File: src/rtl/bank_pkg.sv
// Shared definitions for the cache bank: offset status encoding used by the
// per-offset trackers and the eviction sequencer's state encoding.
package bank_pkg;

  // Per-offset status as produced by the offset trackers (2'b11 is illegal).
  localparam logic [1:0] EMPTY = 2'b00;
  localparam logic [1:0] SYNC  = 2'b01;
  localparam logic [1:0] DIRTY = 2'b10;

  typedef enum logic [1:0] {
    IDLE  = 2'b00,
    ISSUE = 2'b01,
    DONE  = 2'b10
  } evict_state_e;

endpackage

File: src/rtl/bank_htu_evict_pick.sv
// Lowest-set-bit picker: returns the index and one-hot of the lowest set bit
// of a mask. An all-zero mask yields index 0 and an all-zero one-hot.
module bank_htu_evict_pick #(
  parameter int OFFSET_NUM   = 4,
  parameter int OFFSET_IDX_W = $clog2(OFFSET_NUM)
) (
  input  logic [OFFSET_NUM-1:0]   mask_i,
  output logic [OFFSET_IDX_W-1:0] idx_o,
  output logic [OFFSET_NUM-1:0]   onehot_o
);

  // Two's-complement trick isolates the lowest set bit.
  assign onehot_o = mask_i & (~mask_i + 1'b1);

  // Scan from the top down so the lowest set bit is the last to win.
  always_comb begin
    // NOTE: assigning a default before any conditional write keeps this
    // block purely combinational; a path that leaves idx_o unassigned would
    // infer a latch.
    idx_o = '0;
    for (int k = OFFSET_NUM - 1; k >= 0; k--) begin
      if (mask_i[k]) idx_o = OFFSET_IDX_W'(k);
    end
  end

endmodule

File: src/rtl/bank_htu_evict.sv
// Eviction writeback sequencer for one cache bank. Snapshots the victim
// line's offset statuses, issues one writeback per dirty offset (lowest index
// first) over valid/ready, pulses a clear to the matching tracker on each
// accepted writeback and signals completion once the line is clean.
module bank_htu_evict
  import bank_pkg::*;
#(
  parameter int OFFSET_NUM   = 4,
  parameter int LINE_ADDR_W  = 26,
  parameter int OFFSET_IDX_W = $clog2(OFFSET_NUM)
) (
  input  logic                    clk_i,
  input  logic                    rst_i,
  input  logic                    evict_valid_i,
  output logic                    evict_ready_o,
  input  logic [LINE_ADDR_W-1:0]  evict_line_addr_i,
  input  logic [2*OFFSET_NUM-1:0] offset_status_i,
  output logic                    wb_valid_o,
  input  logic                    wb_ready_i,
  output logic [LINE_ADDR_W-1:0]  wb_line_addr_o,
  output logic [OFFSET_IDX_W-1:0] wb_offset_o,
  output logic [OFFSET_NUM-1:0]   offset_clear_o,
  output logic                    evict_done_o,
  output logic                    busy_o
);

  evict_state_e            state_q, state_d;
  logic [OFFSET_NUM-1:0]   dirty_mask_q, dirty_mask_d;
  logic [LINE_ADDR_W-1:0]  line_addr_q, line_addr_d;

  logic [OFFSET_NUM-1:0]   status_dirty;
  logic [OFFSET_IDX_W-1:0] pick_idx;
  logic [OFFSET_NUM-1:0]   pick_onehot;
  logic                    wb_fire;

  bank_htu_evict_pick #(
    .OFFSET_NUM   (OFFSET_NUM),
    .OFFSET_IDX_W (OFFSET_IDX_W)
  ) u_pick (
    .mask_i   (dirty_mask_q),
    .idx_o    (pick_idx),
    .onehot_o (pick_onehot)
  );

  // Flag which offsets of the incoming snapshot are DIRTY; SYNC, EMPTY and
  // the illegal 2'b11 encoding all count as clean.
  always_comb begin
    status_dirty = '0;
    for (int k = 0; k < OFFSET_NUM; k++) begin
      status_dirty[k] = (offset_status_i[2*k +: 2] == DIRTY);
    end
  end

  // Handshake outputs decode registered state only; the clear pulse is the
  // single combinational path, gated by the accepted writeback.
  assign evict_ready_o  = (state_q == IDLE);
  assign busy_o         = (state_q != IDLE);
  assign wb_valid_o     = (state_q == ISSUE);
  assign evict_done_o   = (state_q == DONE);
  assign wb_line_addr_o = line_addr_q;
  assign wb_offset_o    = pick_idx;
  assign wb_fire        = wb_valid_o & wb_ready_i;
  assign offset_clear_o = wb_fire ? pick_onehot : '0;

  // Next-state logic: accept and snapshot in IDLE, retire one dirty offset
  // per handshake in ISSUE, pulse completion for one cycle in DONE.
  always_comb begin
    state_d      = state_q;
    dirty_mask_d = dirty_mask_q;
    line_addr_d  = line_addr_q;
    unique case (state_q)
      IDLE: begin
        if (evict_valid_i) begin
          line_addr_d  = evict_line_addr_i;
          dirty_mask_d = status_dirty;
          state_d      = (|status_dirty) ? ISSUE : DONE;
        end
      end
      ISSUE: begin
        if (wb_ready_i) begin
          dirty_mask_d = dirty_mask_q & ~pick_onehot;
          if (dirty_mask_d == '0) state_d = DONE;
        end
      end
      DONE:    state_d = IDLE;
      default: state_d = IDLE;
    endcase
  end

  // State, mask and address registers with synchronous reset.
  always_ff @(posedge clk_i) begin
    // NOTE: non-blocking assignments make every flop update from the values
    // present before the edge, so register order inside the block is moot.
    if (rst_i) begin
      state_q      <= IDLE;
      dirty_mask_q <= '0;
      line_addr_q  <= '0;
    end else begin
      state_q      <= state_d;
      dirty_mask_q <= dirty_mask_d;
      line_addr_q  <= line_addr_d;
    end
  end

endmodule

File: config.mk
export PLATFORM = sky130hd
export DESIGN_NAME = bank_htu_evict
export DESIGN_NICKNAME = d
export VERILOG_FILES = /design/src/rtl/bank_pkg.sv /design/src/rtl/bank_htu_evict_pick.sv /design/src/rtl/bank_htu_evict.sv
export SDC_FILE = /design/constraint.sdc
export NUM_CORES = 1
export LEC_CHECK = 0
export ABC_AREA = 1
export BUFFER_PORTS_ARGS = -buffer_cell sky130_fd_sc_hd__buf_4
export CAP_MARGIN = 20
export CELL_PAD_IN_SITES_DETAIL_PLACEMENT = 1
export CELL_PAD_IN_SITES_GLOBAL_PLACEMENT = 1
export CORE_MARGIN = 1
export CORE_UTILIZATION = 31
export CTS_CLUSTER_SIZE = 12
export DETAILED_ROUTE_END_ITERATION = 12
export PLACE_DENSITY = 0.81
export REMOVE_ABC_BUFFERS = 1
export SLEW_MARGIN = 15
export SYNTH_ARGS = -nofsm -noshare
export SYNTH_HDL_FRONTEND = slang
export SYNTH_SLANG_ARGS = --single-unit
File: constraint.sdc
create_clock -name clk_i -period 2.8 [get_ports clk_i]
set_input_delay 0.28 -clock clk_i [delete_from_list [all_inputs] [get_ports clk_i]]
set_output_delay 0.28 -clock clk_i [all_outputs]
set_load 0.05 [all_outputs]
==> results.json, run 1 <==
{
  "status": "complete, no violations",
  "drive_above_1_share_pct": 34.23,
  "netlist_area_um2": 1339,
  "endpoint_kind": "primary output",
  "rsz0062_at_grt": "no",
  "hold_path.class": "in -> reg",
  "synth_top_area_cell": "dfxtp_1",
  "synth.distinct_cells": 19,
  "core_um2": 4086,
  "yosys_warnings": 0,
  "crit_required_ns": 2.52,
  "syn_avg_cell_area_um2": 7.198,
  "cts-resized-gates": 0,
  "clkPwrFrac_pct": 29.8,
  "cts_made_buffers": 5,
  "dp_hpwl_mm": 2.856,
  "worst_pin_slew_ns": 0.7099,
  "synth_area_leaders": "dfxtp_1 48%, nor2_1 19%, o21ai_1 7.1%",
  "diodes": 0,
  "synth-seq-area-share_pct": 47.85,
  "cp.arrival_ns": 1.41,
  "pwr-share-comb_pct": 32.5,
  "num_rows": 23,
  "final_area_um2": 2001,
  "synth_most_common_cell": "nor2_1",
  "ant_nets": 0,
  "fp.dieH_um": 67.72,
  "power.leakage_nw": 1.001,
  "cts_hold_buf": 0,
  "vias": 1414,
  "clock_sinks": 32,
  "cts_setup_buffers": 0,
  "clk_pin_slew_ns": 0.06,
  "p_per_area_nw_per_um2": 711.6,
  "fin_worst_skew_ns": 0.004455,
  "clock_path_buffers": 2,
  "ir_drop_mv": 0.3437,
  "drt-total-wl_mm": 3.718,
  "die_area_um2": 4585,
  "synth_top_area_share_pct": 47.85,
  "cts_root_buffer": "clkbuf_8",
  "seq_power_share_pct": 37.7,
  "synthArstFlopShare_pct": 0,
  "route.detailed.drc": 0,
  "worstSetupPathType": "reg -> out",
  "ioPinCount": 74,
  "final-max-slew-violation-count": 0,
  "htree_levels": 2,
  "setup_viol": 0,
  "relSlewSlack_pct": 52.62,
  "whs_ns": 0.1983,
  "final_cells": 310,
  "fillers": 545,
  "first_pass_iters": 4,
  "grt_pass1_vias": 1319,
  "grt_max_degree": 30,
  "synth_edf_count": 0,
  "period_needed_ns": 1.690,
  "gp_congestion": 0.7755,
  "via_per_inst": 4.561,
  "drtIter0Drc": 47,
  "final_net_count": 297,
  "swShare_pct": 35.68,
  "start_util_pct": 32.76,
  "cts_tree": "built",
  "grt_antenna_before_repair": 0,
  "area_growth_syn_to_layout_pct": 49.44,
  "placed_cells": 302,
  "post_dp_cell_area_um2": 1893,
  "io_buffers": 73,
  "timing.final.crit_share_pct": 60.36,
  "startpoint_type": "flip-flop",
  "maxCapViolations": 0,
  "die_x_um": 67.72,
  "clk_latency_ns": 0.27,
  "postLayoutCoreUtil_pct": 48.96,
  "setup_tns_ns": 0,
  "critPathMaxFanout": 8,
  "synth-main-ff-cell": "dfxtp_1",
  "ys_top_cells_by_count": "68 x nor2_1, 32 x dfxtp_1, 19 x o21ai_1",
  "max_freq_mhz": 591.7,
  "grt-ovfl-total": 0,
  "ys_ff_latch": 32,
  "grt_pass1_wl_mm": 5.651,
  "gr-usage-all-layers_pct": 16.71,
  "synth_cells": 186,
  "hold_viol_final": 0,
  "p_int_mw": 0.9156,
  "p_switching_mw": 0.5080,
  "wl_per_cell_um": 11.99
}
-- sequential cells by signal, summed over array words and instances, names as in the netlist --
signal,cells
wb_line_addr_o,26
dirty_mask_q,4
state_q,2
-- path summary, 6_finish.rpt --
check | slack (ns) | cells after the start | end | startpoint
setup / recovery | 1.11 | 5 | offset_clear_o[3] | state_q[0]
hold / removal | 0.20 | 2 | dirty_mask_q[2] | rst_i
setup reg to reg | 1.36 | 6 | dirty_mask_q[2] | state_q[0]
hold reg to reg | 0.49 | 2 | wb_line_addr_o[1] | wb_line_addr_o[1]
-- worst max-delay path, stage by stage (launching register included) --
cell,delay [ns]
dfxtp_1,0.42
nand2_2,0.11
inv_2,0.14
nand2_4,0.08
nor3_1,0.15
buf_4,0.23
-- cells in the final DEF (no fill, tap or decap), drive strengths merged --
cell type  instances
o21ai             30
clkbuf             6
clkinv             1
buf               73
inv               13
bufinv             1
dfxtp             32
a21oi              5
nand3              5
nor2              70
nor3               3
nand2             21
-- routing by layer --
metal | vias up | wire length [um] | track usage (%)
met3 | 2 | 253 | 6.419
met1 | 632 | 1624 | 19.08
li1 | 734 | - | -
met5 | - | 0 | 0
met4 | 0 | 18 | 3.989
met2 | 46 | 1822 | 28.96
-- logic make-up (layout without fill, tap and decap cells) --
family / Yosys count / count (layout) / share of synthesized area [%]
AO/OA/AOI/OAI: 35 / 35 / 13.36
buffers and inverters: 20 / 94 / 8.037
flip-flops: 32 / 32 / 47.85
AND/OR/NAND/NOR: 99 / 99 / 30.75
-- power by group through the flow --
stage / sequential (mW) / combinational (mW) / clock [mW]
floorplan: 0.680 / 0.171 / 0
global placement: 0.546 / 0.460 / 0
detailed placement: 0.547 / 0.467 / 0
CTS: 0.537 / 0.469 / 0.434
global route: 0.541 / 0.499 / 0.455
finish: 0.537 / 0.463 / 0.424
-- per-stage QoR --
stage | total power [mW] | setup slack (ns)
2_1_floorplan | 0.8509 | 0.6121
3_3_place_gp | 1.006 | 1.408
3_5_place_dp | 1.014 | 1.360
4_1_cts | 1.440 | 1.087
5_1_grt | 1.496 | 1.040
6_report | 1.424 | 1.110
-- final cells by class --
cell class                      count  area (um2)  area share (%)
Timing Repair Buffer               73       548.0           27.39
Inverter                           13       51.30           2.564
Tap cell                           50       62.56           3.127
Multi-Input combinational cell    134       590.6           29.52
Clock buffer                        6       72.57           3.627
Clock inverter                      2       35.03           1.751
Sequential cell                    32       640.6           32.02
No activity file was read; power rests on OpenSTA's default activity.
==> run 2: changes to the inputs <==
CORE_UTILIZATION = 26   (was 31)
PLACE_DENSITY = 0.72   (was 0.81)
clock period = 1.47 ns   (was 2.8 ns; I/O delays follow)
==> run 2 against run 1 <==
  * Flip-flop and latch count did not move
  * Largest cell class unchanged
  * Final cell count up 7.1%
  * Die area rose by 19%
  * Critical path depth increased by 1
  * Sequential power up 90%
  * Combinational power increased by 100%
  * First-iteration DRC count decreased by 28%
  * Critical endpoint is now offset_clear_o[2]
==> results.json, run 2 (synthesis results as in run 1) <==
{
  "clock_path_buffers": 2,
  "min_path_cells": 2,
  "post_dp_cell_area_um2": 1964,
  "io_buffers": 73,
  "p_per_area_nw_per_um2": 1237,
  "worstPathCellList": "inv_1 -> nand2_2 -> inv_4 -> nand2_4 -> nor3_4 -> buf_6",
  "ff2ff_setup_slack_ns": 0.22,
  "rsz0062_at_grt": "yes",
  "num_rows": 25,
  "ant_nets": 0,
  "clk_pin_slew_ns": 0.07,
  "critPathMaxFanout": 5,
  "relSlewSlack_pct": 86.93,
  "final_area_um2": 2087,
  "status": "complete, no violations",
  "period_needed_ns": 1.408,
  "power_mw": 2.581,
  "crit_required_ns": 1.32,
  "cts_tree": "built",
  "final-max-slew-violation-count": 0,
  "area_growth_syn_to_layout_pct": 55.89,
  "final_net_count": 303,
  "grt_max_degree": 22,
  "cts_made_buffers": 5,
  "maxCapViolations": 0,
  "first_pass_iters": 4,
  "max_stage_delay_ns": 0.34,
  "ff2ff_path_depth": 8,
  "htree_levels": 2,
  "path_buf_inv": 3,
  "dp_hpwl_mm": 2.848,
  "wl_per_cell_um": 11.40,
  "hold_path.class": "in -> reg",
  "grt_pass1_wl_mm": 5.899,
  "hold_path.startpoint": "rst_i",
  "via_per_inst": 4.307,
  "cts_root_buffer": "clkbuf_8",
  "r2r_start": "state_q[1]",
  "grt-ovfl-total": 0,
  "hold_viol_final": 0,
  "ioPinCount": 74,
  "drtIter0Drc": 34,
  "drive_above_1_share_pct": 38.49,
  "die_area_um2": 5440,
  "layout_commonest_cell": "buf_4",
  "timing.final.crit_share_pct": 95.76,
  "hold_end": "state_q[0]",
  "core_um2": 4848,
  "power.leakage_nw": 1.027,
  "cpLargestDelayFamily": "flip-flops",
  "drt-total-wl_mm": 3.785,
  "whs_ns": 0.05261,
  "setup_viol": 0,
  "ir_drop_mv": 0.5445,
  "grt_pass1_vias": 1299,
  "fp.dieH_um": 73.76,
  "gr-usage-all-layers_pct": 14.30,
  "die_x_um": 73.76,
  "worstSetupPathType": "reg -> out",
  "clock_sinks": 32,
  "worst_pin_slew_ns": 0.1958,
  "startpoint_type": "flip-flop",
  "clk_latency_ns": 0.28,
  "largest_register_ffs": 26,
  "gp_congestion": 0.8145,
  "diodes": 0,
  "timing.rr.end": "dirty_mask_q[3]",
  "final_cell_mix": "76 x buf_4, 68 x nor2_1, 29 x dfxtp_1",
  "postLayoutCoreUtil_pct": 43.05,
  "cp.arrival_ns": 1.26,
  "max_freq_mhz": 710.4,
  "fin_worst_skew_ns": 0.004693,
  "start_util_pct": 27.61,
  "route.detailed.drc": 0,
  "grt_antenna_before_repair": 0,
  "vias": 1430,
  "endpoint_kind": "primary output",
  "slowest_stage": "dfxtp_2"
}
[run 2: cell count changes in the layout (fill, tap and decap cells not counted), sizes merged]
cell	delta
bufinv	-1
buf	+6
[run 2: area by class of cell]
type / instances / area [um2]
Sequential cell: 32 / 644.4
Clock inverter: 1 / 5.005
Tap cell: 67 / 83.83
Inverter: 13 / 53.80
Timing Repair Buffer: 79 / 613.1
Fill cell: 647 / 2761
Clock buffer: 6 / 72.57
Multi-Input combinational cell: 134 / 614.3
[run 2: what timing repair did]
item	CTS	global route
gates resized for setup	4	8
setup buffers	1	0
cloned	0	0
endpoints found under the setup margin	4	4
hold buffers	0	0
[run 2: power by group]
group          internal (mW)  switching [mW]
clock network          0.321           0.311
logic                  0.311           0.616
registers              0.961          0.0607
total                   1.59           0.987
[run 2: worst max-delay path by stage]
stage	start	to	slack, ns	cells after the start
2_1_floorplan	state_q[0]	offset_clear_o[1]	-0.58	4
3_3_place_gp	state_q[0]	offset_clear_o[1]	0.25	5
3_5_place_dp	state_q[0]	offset_clear_o[2]	0.16	5
4_1_cts	state_q[1]	offset_clear_o[1]	0.02	6
5_1_grt	state_q[1]	offset_clear_o[2]	-0.02	6
6_report	state_q[1]	offset_clear_o[2]	0.06	6
[run 2: metrics by stage]
step           std cells  setup TNS [ns]  worst slack (ns)
3_3_place_gp         324               0            0.2547
5_1_grt              332        -0.03956          -0.01816
4_1_cts              332               0           0.01723
3_5_place_dp         324               0            0.1630
2_1_floorplan        179          -1.962           -0.5849
6_report             332               0           0.06227
[run 2: metal layers]
layer | part of all wire (%) | track usage (%) | vias up | wire length, um
met1 | 44 | 17.70 | 635 | 1676
li1 | - | - | 743 | -
met3 | 7.0 | 4.938 | 4 | 264
met2 | 48 | 23.24 | 48 | 1821
met4 | 0.61 | 4.487 | 0 | 23
met5 | 0 | 0 | - | 0
